### src/rtl/ppu_frame_timer.sv
// Parametrised PPU raster timing: dot/line counters, vblank flag with status-read race, NMI, frame pulses.
// Define ODD_FRAME_SKIP_EN to drop the last pre-render dot on odd frames while rendering is enabled.
module ppu_frame_timer #(
  parameter int H_TOTAL     = 341,
  parameter int H_VISIBLE   = 256,
  parameter int V_TOTAL     = 262,
  parameter int V_VISIBLE   = 240,
  parameter int VBLANK_LINE = 241,
  parameter int CNT_W       = 9,
  parameter int FRAME_W     = 8
) (
  input  logic               clk,
  input  logic               rst,
  input  logic               render_en,
  input  logic               nmi_en,
  input  logic               status_rd,
  output logic [CNT_W-1:0]   pixel_x,
  output logic [CNT_W-1:0]   scanline_y,
  output logic               vblank_flag,
  output logic               nmi,
  output logic               visible,
  output logic               prerender,
  output logic               frame_start,
  output logic               frame_end,
  output logic               odd_frame,
  output logic [FRAME_W-1:0] frame_cnt
);

  localparam logic [CNT_W-1:0] X_LAST  = CNT_W'(H_TOTAL - 1);
  localparam logic [CNT_W-1:0] X_VIS   = CNT_W'(H_VISIBLE);
  localparam logic [CNT_W-1:0] Y_LAST  = CNT_W'(V_TOTAL - 1);
  localparam logic [CNT_W-1:0] Y_VIS   = CNT_W'(V_VISIBLE);
  localparam logic [CNT_W-1:0] Y_VBL   = CNT_W'(VBLANK_LINE);
  localparam logic [CNT_W-1:0] Y_FEND  = CNT_W'(V_VISIBLE - 1);
  localparam logic [CNT_W-1:0] X_ZERO  = '0;
  localparam logic [CNT_W-1:0] X_ONE   = CNT_W'(1);

  logic [CNT_W-1:0]   x_q, x_d;
  logic [CNT_W-1:0]   y_q, y_d;
  logic               odd_q, odd_d;
  logic [FRAME_W-1:0] fcnt_q, fcnt_d;
  logic               vbl_q, vbl_d;
  logic               sup_q, sup_d;

  logic line_end;
  logic frame_wrap;
  logic skip_dot;
  logic set_hit;
  logic clr_hit;
  logic arm_hit;

`ifdef ODD_FRAME_SKIP_EN
  localparam logic [CNT_W-1:0] X_SKIP = CNT_W'(H_TOTAL - 2);
  assign skip_dot = (y_q == Y_LAST) && (x_q == X_SKIP) && odd_q && render_en;
`else
  logic unused_render_en;
  assign unused_render_en = render_en;
  assign skip_dot         = 1'b0;
`endif

  assign line_end   = (x_q == X_LAST) || skip_dot;
  assign frame_wrap = line_end && (y_q == Y_LAST);

  always_comb begin
    x_d    = x_q + X_ONE;
    y_d    = y_q;
    odd_d  = odd_q;
    fcnt_d = fcnt_q;
    if (line_end) begin
      x_d = '0;
      if (frame_wrap) begin
        y_d    = '0;
        odd_d  = ~odd_q;
        fcnt_d = fcnt_q + FRAME_W'(1);
      end else begin
        y_d = y_q + X_ONE;
      end
    end
  end

  assign set_hit = (x_q == X_ONE)  && (y_q == Y_VBL);
  assign clr_hit = (x_q == X_ONE)  && (y_q == Y_LAST);
  assign arm_hit = (x_q == X_ZERO) && (y_q == Y_VBL);

  // A read landing on the set edge (or the dot before it) hides this frame's NMI;
  // the hide lasts until the pre-render clear.
  always_comb begin
    vbl_d = vbl_q;
    sup_d = sup_q;
    if (set_hit) begin
      if (status_rd) begin
        vbl_d = 1'b0;
        sup_d = 1'b1;
      end else begin
        vbl_d = 1'b1;
      end
    end else if (status_rd) begin
      vbl_d = 1'b0;
    end else if (clr_hit) begin
      vbl_d = 1'b0;
    end
    if (arm_hit && status_rd) sup_d = 1'b1;
    if (clr_hit)              sup_d = 1'b0;
  end

  always_ff @(posedge clk or posedge rst) begin
    if (rst) begin
      x_q    <= '0;
      y_q    <= Y_LAST;
      odd_q  <= 1'b0;
      fcnt_q <= '0;
      vbl_q  <= 1'b0;
      sup_q  <= 1'b0;
    end else begin
      x_q    <= x_d;
      y_q    <= y_d;
      odd_q  <= odd_d;
      fcnt_q <= fcnt_d;
      vbl_q  <= vbl_d;
      sup_q  <= sup_d;
    end
  end

  assign pixel_x     = x_q;
  assign scanline_y  = y_q;
  assign vblank_flag = vbl_q;
  assign odd_frame   = odd_q;
  assign frame_cnt   = fcnt_q;
  assign nmi         = vbl_q & nmi_en & ~sup_q;

  assign visible     = (y_q < Y_VIS) && (x_q >= X_ONE) && (x_q <= X_VIS);
  assign prerender   = (y_q == Y_LAST);
  assign frame_start = (x_q == X_ZERO) && (y_q == '0);
  assign frame_end   = (x_q == X_LAST) && (y_q == Y_FEND);

endmodule

### config.mk
export PLATFORM = sky130hd
export DESIGN_NAME = ppu_frame_timer
export DESIGN_NICKNAME = d
export VERILOG_FILES = /design/src/rtl/ppu_frame_timer.sv
export SDC_FILE = /design/constraint.sdc
export NUM_CORES = 1
export LEC_CHECK = 0
export CORE_AREA = 2 2 70 55
export DETAILED_ROUTE_END_ITERATION = 10
export DIE_AREA = 0 0 72 57
export GPL_ROUTABILITY_DRIVEN = 0
export HOLD_SLACK_MARGIN = 0.1
export PLACE_DENSITY = 0.76
export SLEW_MARGIN = 0
export SYNTH_ARGS = -nofsm -noshare
export SYNTH_HDL_FRONTEND = slang
export SYNTH_SLANG_ARGS = --single-unit
### constraint.sdc
create_clock -name clk -period 2.2 [get_ports clk]
set_input_delay 0.44 -clock clk [delete_from_list [all_inputs] [get_ports clk]]
set_output_delay 0.44 -clock clk [all_outputs]
set_load 0.1 [all_outputs]
**Word level (Yosys, flattened, before mapping)**

Cells that the tools add are included.
W data, S select, Z words.

- Bits in registers: 29
- Input bits: 5
- Logic and storage cells: 47

- Add/sub/neg operators: 3
- $lt $le $gt $ge: 3
- Equality and inequality tests: 5
- Mux-type cells: 10
- Bitwise logic cells: 4
- Reduce and logical (&&, ||, !) cells: 16

Operators by type and width:

| kind | count |
|---|---|
| $add A9 B1 Y9 const B | 2 |
| $eq A9 B8 Y1 const B | 2 |
| $eq A9 B9 Y1 const B | 2 |
| $logic_not A9 Y1 | 2 |
| $mux W9 | 2 |
| $eq A9 B1 Y1 const B | 1 |
| $ge A9 B1 Y1 const B | 1 |
| $le A9 B9 Y1 const B | 1 |
| $logic_and A1 B1 Y1 | 9 |
| $lt A9 B8 Y1 const B | 1 |
| $reduce_bool A3 Y1 | 3 |
| $add A8 B1 Y8 const B | 1 |
| $mux W1 | 8 |
| $reduce_and A2 Y1 | 2 |
| $and A1 B1 Y1 | 2 |
| $not A1 Y1 | 2 |

**Logic depth before layout (Yosys ltp)**

Gate-level depths: netlist of the first run.

- Depth after elaboration: 5
- Gate-level depth with buffers: 7
- Mapped depth without buffers: 7

**Least setup slack after synthesis of the first run**

No wires, ideal clock.

- Path type: reg-to-output
- From: reg x_q[3] (netlist: pixel_x[3])
- To: out frame_end
- Data arrival time: 4.427 ns
- Required time: 1.760 ns
- Setup slack: -2.667 ns
- Cell stages (with the launch flop): 5
- Cell sequence: dfrtp_1 > or3_4 > nor3_1 > nand2_1 > nor4_1

- Longest elaborated chain between the ends: 2

Ends and longest elaborated chain:

| what | line | RTL |
|---|---|---|
| from (decl) | 38 | `logic [CNT_W-1:0] x_q, x_d;` |
| from (signal assigned) | 108 | `x_q <= '0;` |
| from (signal assigned) | 115 | `x_q <= x_d;` |
| $eq A9 B9 Y1 | 134 | `assign frame_end = (x_q == X_LAST) && (y_q == Y_FEND);` |
| $logic_and A1 B1 Y1 | 134 |  |
| to (decl) | 24 | `output logic frame_end,` |

No other way between the ends.

**Final worst setup path of the first run**

- From: reg x_q[3] (netlist: pixel_x[3])
- To: out visible

- Longest elaborated chain between the ends: 3
- Elaborated cells between the ends (all ways): 4
- Classes of those cells: 2 x order compare; 2 x reduce/logical

Ends and longest elaborated chain:

| what | line | RTL |
|---|---|---|
| $ge A9 B1 Y1 | 131 | `assign visible = (y_q < Y_VIS) && (x_q >= X_ONE) && (x_q <= X_VIS);` |
| $logic_and A1 B1 Y1 | 131 |  |
| $logic_and A1 B1 Y1 (*) | 131 |  |
| to (decl) | 21 | `output logic visible,` |

Every way passes the cells marked *; elsewhere a longest branch is shown, timed or not.

==> qor.csv, run 1 <==
stage,metric,value,unit
global_routing,largest net degree at the start of global routing,30,
synthesis,area of the mapped netlist,1610,sq um
place,hpwl dp,2830,microns
synthesis,most common cell in the synthesized netlist,dfrtp_1,
clock_tree,root buffer selected by CTS,clkbuf_8,
synthesis,count of different cell masters after synthesis,36,
synthesis,cell types with the highest counts after synthesis,"26 x dfrtp_1, 13 x nand3_1, 11 x nand2_1, 11 x xnor2_1",
clock_tree,cts hold-fix bufs,0,
route,DR vias/cell,5.42,
timing,final period demand of the worst path,2.49,ns
worst_hold_path,worst min path class,reg2reg,
place,area of placed instances,2180,sq um
timing,normalized max-slew margin,75.6,%
finish,diode count,0,
worst_setup_path,kind of cell adding the most delay to the critical path,simple AND/OR/NAND/NOR gates,
route,final routed wirelength across all metal layers,4040,microns
synthesis,"Net Count, Synth",162,
route,number of remaining DRC errors,0,
route,count of antenna-violating nets left after detailed routing,0,
route,routed length on met2,1980,microns
synthesis,share of the synthesized area in the top cell type,40.5,%
timing,setup-violating endpoint count in the final report,3,
synthesis,count of synthesis-stage warnings from yosys,0,
status,violations in the final reports,negative setup slack,
global_routing,total overflow reported by the global router,0,
worst_setup_path,CP bufs+invs,1,
finish,number of nets in the layout,228,
synthesis,synthesized instance count,150,
synthesis,xor/xnor cell area share of the yosys netlist,10.4,%
power,clock group share of total power,47.1,%
synthesis,post-synthesis cell type with the largest combined area,dfrtp_1,
worst_setup_path,critical path type,reg2out,
flow_run,count of maximum capacitance violations,0,
clock_tree,latest clock arrival within the worst-skew pair,0.29,ns
clock_tree,clk sinks,29,
power,maximum ir drop on the vdd rail,265,uV
floorplan,Cell Rows,19,
status,run status,"complete, but fails checks",
worst_setup_path,top fanout value on the critical path,2,
clock_tree,clock tree from TritonCTS,done,
floorplan,Die Span X,72,microns
place,Post-Place Setup Slack,0.0149,ns
finish,count of fill cells added during filler insertion,256,
place,IO buf count,36,
worst_setup_path,required time worst endpoint,1.76,ns
floorplan,area of the die,4100,sq um
timing,final worst hold slack,0.475,ns
synthesis,number of enable flip-flop cells after synthesis,0,
synthesis,top cells by area in the synthesized netlist,"dfrtp_1 40%, xnor2_1 6.0%, ha_1 5.4%, dfstp_2 4.9%, xor2_1 4.4%",
route,wire per inst,15.6,microns
synthesis,"FF+latch count, synth",29,
timing,unrepaired setup endpoints after global routing,yes,
worst_setup_path,nature of the critical path startpoint,flip-flop,
clock_tree,deepest level of the CTS H-tree,2,
timing,Final WS setup,-0.289,ns
route,Vias,1405,
floorplan,die boundary height,57,microns
power,Sw Pwr,220,uW
worst_setup_path,type of element capturing the critical path,output port,
power,power per cell area,429,nW/um^2
global_routing,first-pass GRT wire length,6820,microns
power,sequential fraction of design power,51.2,%
timing,Setup TNS Final,-0.725,ns
synthesis,largest family of logic cells by synthesized area,simple AND/OR/NAND/NOR gates,
route,Initial DRC Count,104,
power,share of total power in combinational logic,1.7,%
global_routing,global routing usage summed across all routing layers,21.8,%
route,total routed wire length on the met1 layer,1770,microns
power,total power after layout,1040,uW
synthesis,portion of netlist area occupied by mux cells,2.18,%
synthesis,share of the yosys chip area belonging to registers,45.4,%
synthesis,area share of fa/ha/maj cells after synthesis,5.45,%
floorplan,core area,3490,sq um
worst_setup_path,arrival time reported for the critical path endpoint,2.05,ns
synthesis,share of async-settable or async-resettable flops after synthesis,100,%
global_routing,number of antenna violations at the first check in global routing,0,
clock_tree,clock-pin slew on the worst setup and hold paths,0.06,ns
timing,Final Hold Viols,0,
clock_tree,buffer levels on the longest clock path,2,
route,number of search-and-repair iterations in the first detailed-routing pass,4,
floorplan,Boundary Pins,38,
timing,final max-slew violation count,0,
worst_setup_path,cells along the critical path,or3_4 > nor4_4 > nand2_2 > a2111oi_4 > buf_12,
clock_tree,TritonCTS Buffers,5,
finish,summed area of non-filler cells in the final layout,2430,sq um
finish,synth-to-layout area growth,51.1,%
timing,maximum frequency from static timing analysis,0.402,GHz
route,highest metal used,met4,
power,Internal,822,uW
synthesis,average cell area after synthesis,10.7,sq um
timing,"Period Utilization, post-route",113,%
synthesis,Most used DFF post-synth,dfrtp_1,
synthesis,Synth Area in Simple Gates,29.0,%
power,static leakage,0.00112,uW
finish,share of final-layout standard cells stronger than drive strength 1,48.8,%
timing,Tightest Pin Transition,0.367,ns
power,switching fraction of total power,21.1,%
worst_setup_path,standard cell with the maximum stage delay on the critical path,dfrtp_4,
timing,clock tree skew after final layout,0.00383,ns
synthesis,Compound-Gate Fraction of Synth Area,4.82,%
floorplan,Initial Util,46.0,%
global_routing,via count of the first global-routing pass,1430,
route,wire length on met3,221,microns
worst_setup_path,longest individual stage delay on the worst path,0.47,ns
through the flow:
| step | cells | utilization (%) |
|---|---|---|
| after floorplan | 150 | - |
| after global placement | 237 | 62.5 |
| after detailed placement | 237 | 62.5 |
| after CTS | 254 | 68.3 |
| after global routing | 259 | 69.5 |
| final | 259 | 69.5 |
final timing paths:
path	from	slack, ns	endpoint	depth (start not counted)
min in group asynchronous	rst	0.52	sup_q$_DFFE_PP0P_	3
worst min-delay path	frame_cnt[7]$_DFFE_PP0P_	0.47	frame_cnt[7]$_DFFE_PP0P_	1
worst max-delay path	pixel_x[3]$_DFF_PP0_	-0.29	visible	5
max in group asynchronous	rst	1.37	scanline_y[8]$_DFFE_PP1N_	3
worst max register to register	scanline_y[0]$_DFFE_PP1N_	0.15	frame_cnt[6]$_DFFE_PP0P_	7
worst min register to register	frame_cnt[7]$_DFFE_PP0P_	0.47	frame_cnt[7]$_DFFE_PP0P_	1
metal layers:
metal  GRT usage, %  up-vias
li1               -      665
met1           29.1      689
met2           33.5       44
met3           5.48        7
met4           10.5        0
met5              0        -
power by group through the flow:
stage / logic [uW] / registers (uW) / clock network, uW
after floorplan: 8.60 / 543 / 0
after global placement: 18.3 / 543 / 0
after detailed placement: 19.0 / 543 / 0
after CTS: 19.0 / 533 / 504
after global routing: 20.8 / 533 / 531
final: 18.0 / 533 / 491
cell families (layout without fill, tap and decap cells):
kind of cell,count (synthesis),count (layout)
and+or+nand+nor,71,71
muxes,3,3
AOI/OAI and AO/OA,10,10
xor gates and xnor gates,19,19
DFF,29,29
buffers and inverters,11,78
adders and majority gates,7,7
cell type report:
cell class | count | area (sq um) | area share (%)
Sequential cell | 29 | 753 | 31.0
Clock inverter | 1 | 5.00 | 0.206
Multi-Input combinational cell | 110 | 907 | 37.4
Timing Repair Buffer | 62 | 577 | 23.8
Clock buffer | 7 | 96.3 | 3.97
Tap cell | 42 | 52.6 | 2.16
Inverter | 8 | 37.5 | 1.55
sequential cells by signal (all words and copies together), names as in the netlist:
register	cells
frame_cnt	8
odd_frame	1
vblank_flag	1
scanline_y	9
pixel_x	9
sup_q	1
repair_timing:
action / 4_1_cts / 5_1_grt
setup buffers: 9 / 6
endpoints found under the setup margin: 4 / 4
resized for setup: 8 / 1
pin swaps: 5 / 3
hold endpoints to repair: 0 / 0
cell usage in the layout (no fill, tap or decap), drive strengths merged:
master	synthesis	routed
a41o	1	1
xor2	8	8
mux2i	2	2
dfrtp	26	26
nor2	8	8
a41oi	2	2
mux2	1	1
or4	2	2
and3	6	6
clkbuf	0	7
ha	7	7
and4	2	2
nand4b	1	1
nand3	13	13
or3	1	1
nand4	7	7
clkdlybuf4s50	0	3
xnor2	11	11
buf	3	59
clkinv	0	1
nor3	7	7
nor4	7	7
and2	2	2
nand2b	1	1
o21ai	2	2
nand2	13	13
a21oi	2	2
a2111oi	1	1
nor2b	1	1
o21a	2	2
dfstp	3	3
inv	8	8
Note: power is estimated with default switching activity, not from simulation.
==> run 2: changes to the inputs <==
--- a/config.mk
+++ b/config.mk
@@ -5,9 +5,9 @@
 export SDC_FILE = /design/constraint.sdc
 export NUM_CORES = 1
 export LEC_CHECK = 0
-export CORE_AREA = 2 2 70 55
+export CORE_AREA = 2 2 68 57
 export DETAILED_ROUTE_END_ITERATION = 10
-export DIE_AREA = 0 0 72 57
+export DIE_AREA = 0 0 70 59
 export GPL_ROUTABILITY_DRIVEN = 0
 export HOLD_SLACK_MARGIN = 0.1
 export PLACE_DENSITY = 0.76
==> run 2 against run 1 <==
The run still ends with negative setup slack left. Final area down 4.1%. Die area up 0.63%. Clock skew up 0.0021 ns. First-iteration DRC count down 39%. Worst setup slack worse by 0.017 ns. Via count down 3.3%. Combinational power about the same. Routed wire length down 5.1%. Clock-buffer cell count down 1. Highest routed layer unchanged. Worst hold slack worse by 0.17 ns. Largest power group unchanged.
==> qor.csv, run 2 (synthesis gave the netlist of run 1 again) <==
stage,metric,value,unit,change
status,run status,"complete, but fails checks",,
status,violations in the final reports,negative setup slack,,
place,hpwl dp,2800,microns,-1.2%
global_routing,total overflow reported by the global router,0,,unchanged
finish,summed area of non-filler cells in the final layout,2330,sq um,-4.1%
worst_setup_path,cells along the critical path,or3_4 > nor4_4 > nand2_2 > a2111oi_4 > buf_12,,
place,cell count after placement,237,,unchanged
worst_setup_path,worst r2r src,pixel_x[1]$_DFF_PP0_,,
clock_tree,clock-pin slew on the worst setup and hold paths,0.07,ns,about the same
worst_setup_path,nature of the critical path startpoint,flip-flop,,
place,IO buf count,36,,unchanged
finish,diode count,0,,unchanged
timing,"Period Utilization, post-route",114,%,+0.79 points
power,Internal,758,uW,-7.7%
finish,"Cell Count, Final, Fillers Out",250,,-3.5%
route,Initial DRC Count,63,,-39%
power,switching fraction of total power,22.5,%,+1.4 points
worst_setup_path,standard cell with the maximum stage delay on the critical path,dfrtp_4,,
place,area of placed instances,2180,sq um,unchanged
floorplan,die boundary height,59,microns,+3.5%
route,final routed wirelength across all metal layers,3840,microns,-5.1%
route,number of remaining DRC errors,0,,unchanged
route,number of search-and-repair iterations in the first detailed-routing pass,4,,unchanged
power,power per cell area,420,nW/um^2,-2.1%
clock_tree,latest clock arrival within the worst-skew pair,0.29,ns,about the same
floorplan,Die Span X,70,microns,-2.8%
worst_setup_path,required time worst endpoint,1.76,ns,about the same
timing,normalized max-slew margin,76.2,%,+0.65 points
route,count of antenna-violating nets left after detailed routing,0,,unchanged
power,share of total power in combinational logic,1.8,%,about the same
timing,Final WS setup,-0.307,ns,-0.0174 ns
global_routing,via count of the first global-routing pass,1376,,-3.8%
clock_tree,clk sinks,29,,unchanged
global_routing,largest net degree at the start of global routing,29,,-3.3%
timing,Tightest Pin Transition,0.357,ns,-0.00970 ns
floorplan,area of the die,4130,sq um,+0.63%
timing,final max-slew violation count,0,,unchanged
timing,Final Hold Viols,0,,unchanged
worst_setup_path,top fanout value on the critical path,2,,unchanged
power,maximum ir drop on the vdd rail,418,uV,+58%
worst_setup_path,kind of cell adding the most delay to the critical path,simple AND/OR/NAND/NOR gates,,
global_routing,number of antenna violations at the first check in global routing,0,,unchanged
finish,synth-to-layout area growth,44.8,%,
clock_tree,root buffer selected by CTS,clkbuf_8,,
power,static leakage,0.00107,uW,-4.4%
route,DR vias/cell,5.43,,+0.13%
worst_setup_path,type of element capturing the critical path,output port,,
floorplan,Cell Rows,19,,unchanged
timing,maximum frequency from static timing analysis,0.399,GHz,-0.70%
timing,final period demand of the worst path,2.51,ns,+0.0174 ns
clock_tree,clock tree from TritonCTS,done,,
worst_setup_path,arrival time reported for the critical path endpoint,2.07,ns,+0.02 ns
worst_setup_path,FF-to-FF setup slack,0.23,ns,+0.08 ns
flow_run,count of maximum capacitance violations,0,,unchanged
finish,count of fill cells added during filler insertion,260,,+1.6%
worst_hold_path,worst min path class,in2async,,
place,Post-Place Setup Slack,0.0243,ns,+0.00939 ns
worst_setup_path,worst reg2reg path depth,7,,unchanged
finish,most frequent standard cell in the layout excluding fill and tap cells,buf_4,,
global_routing,global routing usage summed across all routing layers,20.0,%,-1.8 points
finish,"commonest cells after routing, fill and taps aside","42 x buf_4, 14 x dfrtp_1, 13 x nand3_1",,
timing,unrepaired setup endpoints after global routing,yes,,
floorplan,Initial Util,47.6,%,+1.6 points
global_routing,first-pass GRT wire length,6390,microns,-6.4%
timing,clock tree skew after final layout,0.00589,ns,+0.00206 ns
power,clock group share of total power,43.6,%,-3.5 points
route,Vias,1358,,-3.3%
worst_setup_path,CP bufs+invs,1,,unchanged
worst_setup_path,RR Endpoint,frame_cnt[3]$_DFFE_PP0P_,,
floorplan,Boundary Pins,38,,unchanged
timing,setup-violating endpoint count in the final report,3,,unchanged
clock_tree,TritonCTS Buffers,5,,unchanged
power,sequential fraction of design power,54.5,%,+3.3 points
power,Sw Pwr,220,uW,about the same
clock_tree,buffer levels on the longest clock path,2,,unchanged
clock_tree,deepest level of the CTS H-tree,2,,unchanged
route,wire per inst,15.3,microns,-1.7%
finish,number of nets in the layout,219,,-3.9%
timing,Setup TNS Final,-0.738,ns,-0.0128 ns
finish,share of final-layout standard cells stronger than drive strength 1,44.7,%,-4.1 points
floorplan,core area,3380,sq um,-3.4%
worst_setup_path,critical path type,reg2out,,
worst_setup_path,longest individual stage delay on the worst path,0.47,ns,about the same
[run 2: changes by cell type in the layout (fill, tap and decap cells not counted), moves of 2 or more]
cell,previous run,this run
buf_4,50,42
ha_2,2,0
ha_1,5,7
clkbuf_8,7,5
[run 2: repair_timing]
item,in CTS,in global routing
gates resized for setup,2,3
hold buffers,0,0
endpoints found under the setup margin,4,4
endpoints found under the hold margin,0,0
setup buffers,1,4
pin swaps,2,3
[run 2: worst max-delay path by stage]
stage                         startpoint  endpoint  slack [ns]  cells past startpoint
CTS                 pixel_x[3]$_DFF_PP0_   visible       -0.30                      5
finish              pixel_x[3]$_DFF_PP0_   visible       -0.31                      5
global route        pixel_x[3]$_DFF_PP0_   visible       -0.39                      5
global placement    pixel_x[3]$_DFF_PP0_   visible        0.04                      5
detailed placement  pixel_x[3]$_DFF_PP0_   visible        0.02                      5
floorplan           pixel_x[3]$_DFF_PP0_   visible       -0.86                      4
[run 2: layout make-up]
cell class                 instances  area, sq um  area share, %
inverter                           8         37.5           1.61
clock buffer                       6         72.6           3.12
clock inverter                     2         10.0          0.430
multi-input combinational        110          897           38.5
timing repair buffer              53          505           21.7
tap                               42         52.6           2.26
sequential                        29          753           32.3
[run 2: worst register-to-register path: cells and delay by family, from the launching register on]
| family | cells | cell delay, ns |
|---|---|---|
| buffers and inverters | 2 | 0.26 |
| adder cells (fa/ha/maj) | 1 | 0.21 |
| AND/OR/NAND/NOR | 3 | 0.82 |
| XOR/XNOR | 1 | 0.18 |
| flip-flops | 1 | 0.43 |
[run 2: power by group through the flow]
stage | Combinational [uW] | Clock [uW] | Sequential [uW]
after floorplan | 8.60 | 0 | 543
after global placement | 18.2 | 0 | 543
after detailed placement | 18.8 | 0 | 543
after CTS | 18.8 | 427 | 533
after global routing | 20.6 | 452 | 533
final | 18.0 | 427 | 533
[run 2: per-stage QoR]
stage	hold WS (ns)	total power (uW)	utilization [%]
6_report	0.303	978	69.0
5_1_grt	0.305	1010	69.0
4_1_cts	0.304	979	67.7
3_5_place_dp	0.458	562	64.7
3_3_place_gp	0.458	561	64.7
2_1_floorplan	0.503	552	-
[run 2: routing by layer]
layer | up-vias | global-route usage [%] | routed length, microns
met5 | - | 0 | 0
met4 | 0 | 8.24 | 63
met3 | 8 | 4.93 | 153
met2 | 25 | 34.3 | 1940
met1 | 674 | 24.8 | 1680
li1 | 651 | - | -
